--- src/rtl/wb_burst_master_pkg.sv ---
`default_nettype none
// ============================================================================
// Module  : wb_burst_master_pkg
// Brief   : Wishbone cycle-type codes and burst-master FSM state encodings.
// Revision: 1.0 - initial release
// ============================================================================
package wb_burst_master_pkg;

    localparam logic [2:0] c_cti_classic = 3'b000;
    localparam logic [2:0] c_cti_incr    = 3'b010;
    localparam logic [2:0] c_cti_eob     = 3'b111;

    localparam logic [1:0] c_st_idle = 2'd0;
    localparam logic [1:0] c_st_run  = 2'd1;
    localparam logic [1:0] c_st_gap  = 2'd2;
    localparam logic [1:0] c_st_done = 2'd3;

endpackage
`default_nettype wire

--- src/rtl/wb_burst_master_rd_skid.sv ---
`default_nettype none
// ============================================================================
// Module  : wbm_rd_skid
// Brief   : Read-data holding register with valid/ready and strobe-allow.
// Revision: 1.0 - initial release
// ============================================================================
module wbm_rd_skid #(
    parameter int DW = 32
) (
    input  logic          clk,
    input  logic          rst_n,
    input  logic          i_load,
    input  logic [DW-1:0] i_data,
    input  logic          i_ready,
    output logic          o_valid,
    output logic [DW-1:0] o_data,
    output logic          o_stb_allow
);

    logic          r_valid;
    logic [DW-1:0] r_data;

    // A new load wins over a simultaneous drain: the consumer took the old word.
    always_ff @(posedge clk or negedge rst_n) begin
        if (!rst_n) begin
            r_valid <= 1'b0;
            r_data  <= '0;
        end else if (i_load) begin
            r_valid <= 1'b1;
            r_data  <= i_data;
        end else if (i_ready) begin
            r_valid <= 1'b0;
        end
    end

    assign o_valid     = r_valid;
    assign o_data      = r_data;
    assign o_stb_allow = ~r_valid | i_ready;

endmodule
`default_nettype wire

--- src/rtl/wb_burst_master.sv ---
`default_nettype none
// ============================================================================
// Module  : wb_burst_master
// Brief   : Splits block commands into incrementing Wishbone bursts.
//           Optional ack timeout enabled by macro WBM_ACK_TIMEOUT_EN.
// Revision: 1.0 - initial release
// ============================================================================
module wb_burst_master
    import wb_burst_master_pkg::*;
#(
    parameter int APP_AW    = 26,
    parameter int dw        = 32,
    parameter int bl        = 9,
    parameter int MAX_BURST = 8,
    parameter int TO_CYCLES = 255
) (
    input  logic              wb_clk_i,
    input  logic              wb_resetn,
    input  logic              cmd_valid,
    output logic              cmd_ready,
    input  logic              cmd_we,
    input  logic [APP_AW-1:0] cmd_addr,
    input  logic [bl-1:0]     cmd_len,
    input  logic              wd_valid,
    input  logic [dw-1:0]     wd_data,
    output logic              wd_ready,
    output logic              rd_valid,
    output logic [dw-1:0]     rd_data,
    input  logic              rd_ready,
    output logic              done,
    output logic              err,
    output logic              busy,
    output logic              wb_cyc_o,
    output logic              wb_stb_o,
    output logic              wb_we_o,
    output logic [APP_AW-1:0] wb_addr_o,
    output logic [dw-1:0]     wb_dat_o,
    output logic [dw/8-1:0]   wb_sel_o,
    output logic [2:0]        wb_cti_o,
    input  logic              wb_ack_i,
    input  logic [dw-1:0]     wb_dat_i
);

    localparam logic [bl-1:0]     c_max_burst = bl'(MAX_BURST);
    localparam logic [APP_AW-1:0] c_stride    = APP_AW'(dw / 8);

    logic [1:0]        r_state;
    logic [APP_AW-1:0] r_addr;
    logic [bl-1:0]     r_remaining;
    logic [bl-1:0]     r_burst_left;
    logic              r_single;
    logic              r_we;
    logic              r_err;

    logic          w_run;
    logic          w_stb;
    logic          w_ack;
    logic          w_last_beat;
    logic          w_stb_allow;
    logic          w_timeout;
    logic [bl-1:0] w_first_burst;
    logic [bl-1:0] w_next_burst;

    function automatic logic [bl-1:0] f_burst_len(input logic [bl-1:0] n);
        return (n > c_max_burst) ? c_max_burst : n;
    endfunction

    assign w_run         = (r_state == c_st_run);
    assign w_stb         = w_run & (r_we ? wd_valid : w_stb_allow);
    assign w_ack         = wb_ack_i & w_stb;
    assign w_last_beat   = (r_burst_left == bl'(1));
    assign w_first_burst = f_burst_len(cmd_len);
    assign w_next_burst  = f_burst_len(r_remaining);

    always_ff @(posedge wb_clk_i or negedge wb_resetn) begin
        if (!wb_resetn) begin
            r_state      <= c_st_idle;
            r_addr       <= '0;
            r_remaining  <= '0;
            r_burst_left <= '0;
            r_single     <= 1'b0;
            r_we         <= 1'b0;
            r_err        <= 1'b0;
        end else begin
            case (r_state)
                c_st_idle: begin
                    if (cmd_valid) begin
                        r_addr       <= cmd_addr;
                        r_we         <= cmd_we;
                        r_remaining  <= cmd_len;
                        r_burst_left <= w_first_burst;
                        r_single     <= (w_first_burst == bl'(1));
                        r_err        <= 1'b0;
                        r_state      <= (cmd_len == '0) ? c_st_done : c_st_run;
                    end
                end
                c_st_run: begin
                    if (w_timeout) begin
                        r_err   <= 1'b1;
                        r_state <= c_st_done;
                    end else if (w_ack) begin
                        r_addr       <= r_addr + c_stride;
                        r_remaining  <= r_remaining - bl'(1);
                        r_burst_left <= r_burst_left - bl'(1);
                        if (w_last_beat) begin
                            r_state <= (r_remaining == bl'(1)) ? c_st_done : c_st_gap;
                        end
                    end
                end
                c_st_gap: begin
                    r_burst_left <= w_next_burst;
                    r_single     <= (w_next_burst == bl'(1));
                    r_state      <= c_st_run;
                end
                c_st_done: r_state <= c_st_idle;
                default:   r_state <= c_st_idle;
            endcase
        end
    end

`ifdef WBM_ACK_TIMEOUT_EN
    localparam int c_to_w = $clog2(TO_CYCLES + 1);

    logic [c_to_w-1:0] r_to_cnt;

    // Counts strobed cycles without ack; holds while the strobe is paused.
    always_ff @(posedge wb_clk_i or negedge wb_resetn) begin
        if (!wb_resetn) begin
            r_to_cnt <= '0;
        end else if (!w_run || w_ack) begin
            r_to_cnt <= '0;
        end else if (w_stb) begin
            r_to_cnt <= r_to_cnt + c_to_w'(1);
        end
    end

    assign w_timeout = w_stb & ~wb_ack_i & (r_to_cnt == c_to_w'(TO_CYCLES - 1));
`else
    logic w_unused_to;

    assign w_unused_to = (TO_CYCLES == 0);
    assign w_timeout   = 1'b0;
`endif

    wbm_rd_skid #(
        .DW(dw)
    ) u_rd_skid (
        .clk        (wb_clk_i),
        .rst_n      (wb_resetn),
        .i_load     (w_ack & ~r_we),
        .i_data     (wb_dat_i),
        .i_ready    (rd_ready),
        .o_valid    (rd_valid),
        .o_data     (rd_data),
        .o_stb_allow(w_stb_allow)
    );

    assign cmd_ready = (r_state == c_st_idle);
    assign busy      = (r_state != c_st_idle);
    assign done      = (r_state == c_st_done);
    assign err       = done & r_err;
    assign wd_ready  = w_ack & r_we;
    assign wb_cyc_o  = w_run;
    assign wb_stb_o  = w_stb;
    assign wb_we_o   = r_we;
    assign wb_addr_o = r_addr;
    assign wb_dat_o  = wd_data;
    assign wb_sel_o  = '1;
    assign wb_cti_o  = !w_run      ? c_cti_classic :
                       r_single    ? c_cti_classic :
                       w_last_beat ? c_cti_eob     : c_cti_incr;

endmodule
`default_nettype wire
--- config.mk ---
export PLATFORM = sky130hd
export DESIGN_NAME = wb_burst_master
export DESIGN_NICKNAME = d
export VERILOG_FILES = /design/src/rtl/wb_burst_master_pkg.sv /design/src/rtl/wb_burst_master_rd_skid.sv /design/src/rtl/wb_burst_master.sv
export SDC_FILE = /design/constraint.sdc
export NUM_CORES = 1
export LEC_CHECK = 0
export CORE_AREA = 3 3 112 114
export CTS_CLUSTER_DIAMETER = 30
export DETAILED_ROUTE_END_ITERATION = 8
export DIE_AREA = 0 0 115 117
export HOLD_SLACK_MARGIN = 0.15
export PLACE_DENSITY = 0.81
export SLEW_MARGIN = 20
export SYNTH_ARGS = -nofsm -noshare
export SYNTH_HDL_FRONTEND = slang
export SYNTH_HIERARCHICAL = 1
export SYNTH_SLANG_ARGS = --single-unit
--- constraint.sdc ---
create_clock -name wb_clk_i -period 2.9 [get_ports wb_clk_i]
set_clock_uncertainty 0.15 [all_clocks]
set_input_delay 0.435 -clock wb_clk_i [delete_from_list [all_inputs] [get_ports wb_clk_i]]
set_output_delay 0.435 -clock wb_clk_i [all_outputs]
set_load 0.03 [all_outputs]
==> metrics.cfg <==
[layout]
utilization = 0.577
flow.area_growth_from_synthesis_pct = 34.3
nFillCells = 995
final_area_um2 = 6650
n_antenna_cell = 0
drive_gt1_frac = 0.153
layout.nets = 742

[timing]
fmax_ghz = 0.361
tightest_slew_ps = 608
tns_ps = 0
finalWorstSetupSlack_ps = 134
finalSetupViolCount = 0
slew_viol_final = 0
period_share = 0.954
hold_viol = 0
relSlewSlack = 0.591
rsz0062_at_grt = false
min_period_ps = 2770

[cts]
cts_tree = yes
cts_sinks = 81
root_buffer = clkbuf_16
clk_latency_ps = 340
h-tree-depth = 3
cts_buffers = 9
ctsLongestPathBuffers = 2
post_cts_buffers = 0
clkSlewWorstSetupHoldPaths_ps = 70

[detailed_routing]
drtAntennaViolNets = 0
drt_iter0_markers = 385
dr_total_vias = 4473
via_per_inst = 5.77
wirelength_um = 14500
drt_first_pass_iters = 5
wl_per_cell_um = 18.7
drc = 0

[critical_path]
r2r-start = r_state[1]
crit_type = register to output pin
cp-start-kind = register
reg2regPathDepth = 7
r2r_slack_ps = 420
crit_arrival_ps = 2180
cp_max_fo = 15
cp-end-kind = output pin
r2r-end = wb_addr_o[7]
required_ps = 2320

[synthesis]
synth_area_leader_cell = dfrtp_1
yosysUniqueCellTypes = 65
synth.cell_area_um2 = 4950
syn_area_per_cell_um2 = 9.68
yosys-top-cells-count = dfrtp_1 (81), o21ai_0 (47), nand2_1 (39)
synth_seq_cells = 81
syn_inst = 511
synth_area_leaders = dfrtp_1 (41%), mux2_4 (8.8%), buf_4 (5.8%)
synth-edff-count = 0
yosysMostFrequentCell = dfrtp_1
ys_seq_area_frac = 0.410
synth_largest_type_area_fraction = 0.410
dominantRegCellSynth = dfrtp_1
synthArstFlopShare = 1.00
ys_warn_count = 6

[outcome]
status = completed

[placement]
place_hpwl_um = 10800
place_congestion = 0.919
dp_slack_ps = 158
io_buffers = 142
dpl_cell_area_um2 = 6300

[global_routing]
grt-ovfl-total = 0
grt_pass1_wl_um = 22700
antenna_found_initial = 0
grt_pass1_vias = 4295
grt_max_degree = 44
gr-usage-all-layers = 0.213

[floorplan]
die_h_um = 117
fp-row-count = 39
die_w_um = 115
ioPinCount = 212
die-area_um2 = 13500
core_area_um2 = 11500
start_util = 0.430

[min_path]
hold_path.startpoint = u_rd_skid/o_data[24]
whs_path_depth = 1
holdCritPathClass = register to register
holdPathEnd = u_rd_skid/o_data[24]

[power_and_ir_drop]
power_leakage_nw = 2.72
p_total_mw = 8.12
p_per_area_nw_per_um2 = 1220
ir_worst_vdd_mv = 0.560

[job]
drv_cap = 0

## where the power goes
| part | internal [mW] | switching, mW |
|---|---|---|
| logic | 2.02 | 2.53 |
| registers | 1.68 | 0.605 |
| clock network | 0.774 | 0.508 |
| total | 4.47 | 3.65 |
## layout make-up
| class | count | area (um^2) | area share |
|---|---|---|---|
| multi-input combinational | 352 | 2430 | 0.365 |
| sequential | 81 | 2030 | 0.305 |
| timing repair buffer | 165 | 1610 | 0.242 |
| clock buffer | 9 | 225 | 0.0339 |
| tap | 143 | 179 | 0.0269 |
| clock inverter | 7 | 109 | 0.0164 |
| inverter | 18 | 68.8 | 0.0104 |
## per-layer routing
layer,up-vias,track usage,share of wire
met5,-,0,0
met4,0,0.0837,0.017
met3,31,0.0319,0.079
met2,251,0.344,0.47
met1,2126,0.291,0.44
li1,2065,-,-
## cells in the final DEF (no fill, tap or decap), types with 4 or more instances in the layout
cell type	count
nor3_1	16
and3_1	4
o22ai_1	4
mux2i_1	6
or3_1	4
nor2_1	23
nand3_1	18
o31ai_1	7
mux2_2	8
conb_1	5
nand4_1	7
mux2_4	29
inv_1	17
o21ai_0	47
buf_4	25
nor4_1	7
clkbuf_16	9
o211ai_1	5
clkdlybuf4s50_1	137
a31oi_1	10
a22oi_1	6
a21oi_1	38
dfrtp_1	81
nand2_1	39
nand2b_1	7
ha_1	8
## logic make-up after synthesis
family / share of synthesized area
mux: 0.118
buf+inv: 0.104
flops: 0.410
fa+ha+maj: 0.0228
other cells: 0.00152
xor+xnor: 0.00177
compound gates: 0.174
simple gates: 0.168
## flip-flops by register name, summed over array words and instances (netlist names)
| signal | cells |
|---|---|
| u_rd_skid/o_data | 32 |
| wb_addr_o | 26 |
| r_burst_left | 9 |
| r_remaining | 9 |
| r_state | 2 |
| r_single | 1 |
| u_rd_skid/o_valid | 1 |
| wb_we_o | 1 |
## stage by stage
step	hold slack, ps	instances
floorplan	-10.6	514
global placement	323	758
detailed placement	328	758
CTS	362	775
global route	375	775
finish	359	775
## worst max path at each step
stage | startpoint | end | slack [ps] | cells past startpoint
after floorplan | r_state[1] | wb_cti_o[2] | 30 | 7
after global routing | r_state[1] | wb_cyc_o | 60 | 4
after global placement | rd_ready | wb_stb_o | 160 | 5
after detailed placement | rd_ready | wb_stb_o | 160 | 5
after CTS | r_state[1] | wb_cyc_o | 140 | 4
final | r_state[1] | wb_cyc_o | 130 | 4
## critical path: stages, from the launching register on
cell and delay, ps:
dfrtp_1 430, inv_1 100, ha_2 360, buf_4 250, clkdlybuf4s50_1 690
## what timing repair did
item / CTS / global route
resized for setup: 1 / 0
endpoints found under the setup margin: 2 / 0
hold buffers: 1 / 0
endpoints found under the hold margin: 41 / 0
Power figures use the tool's default switching activity.
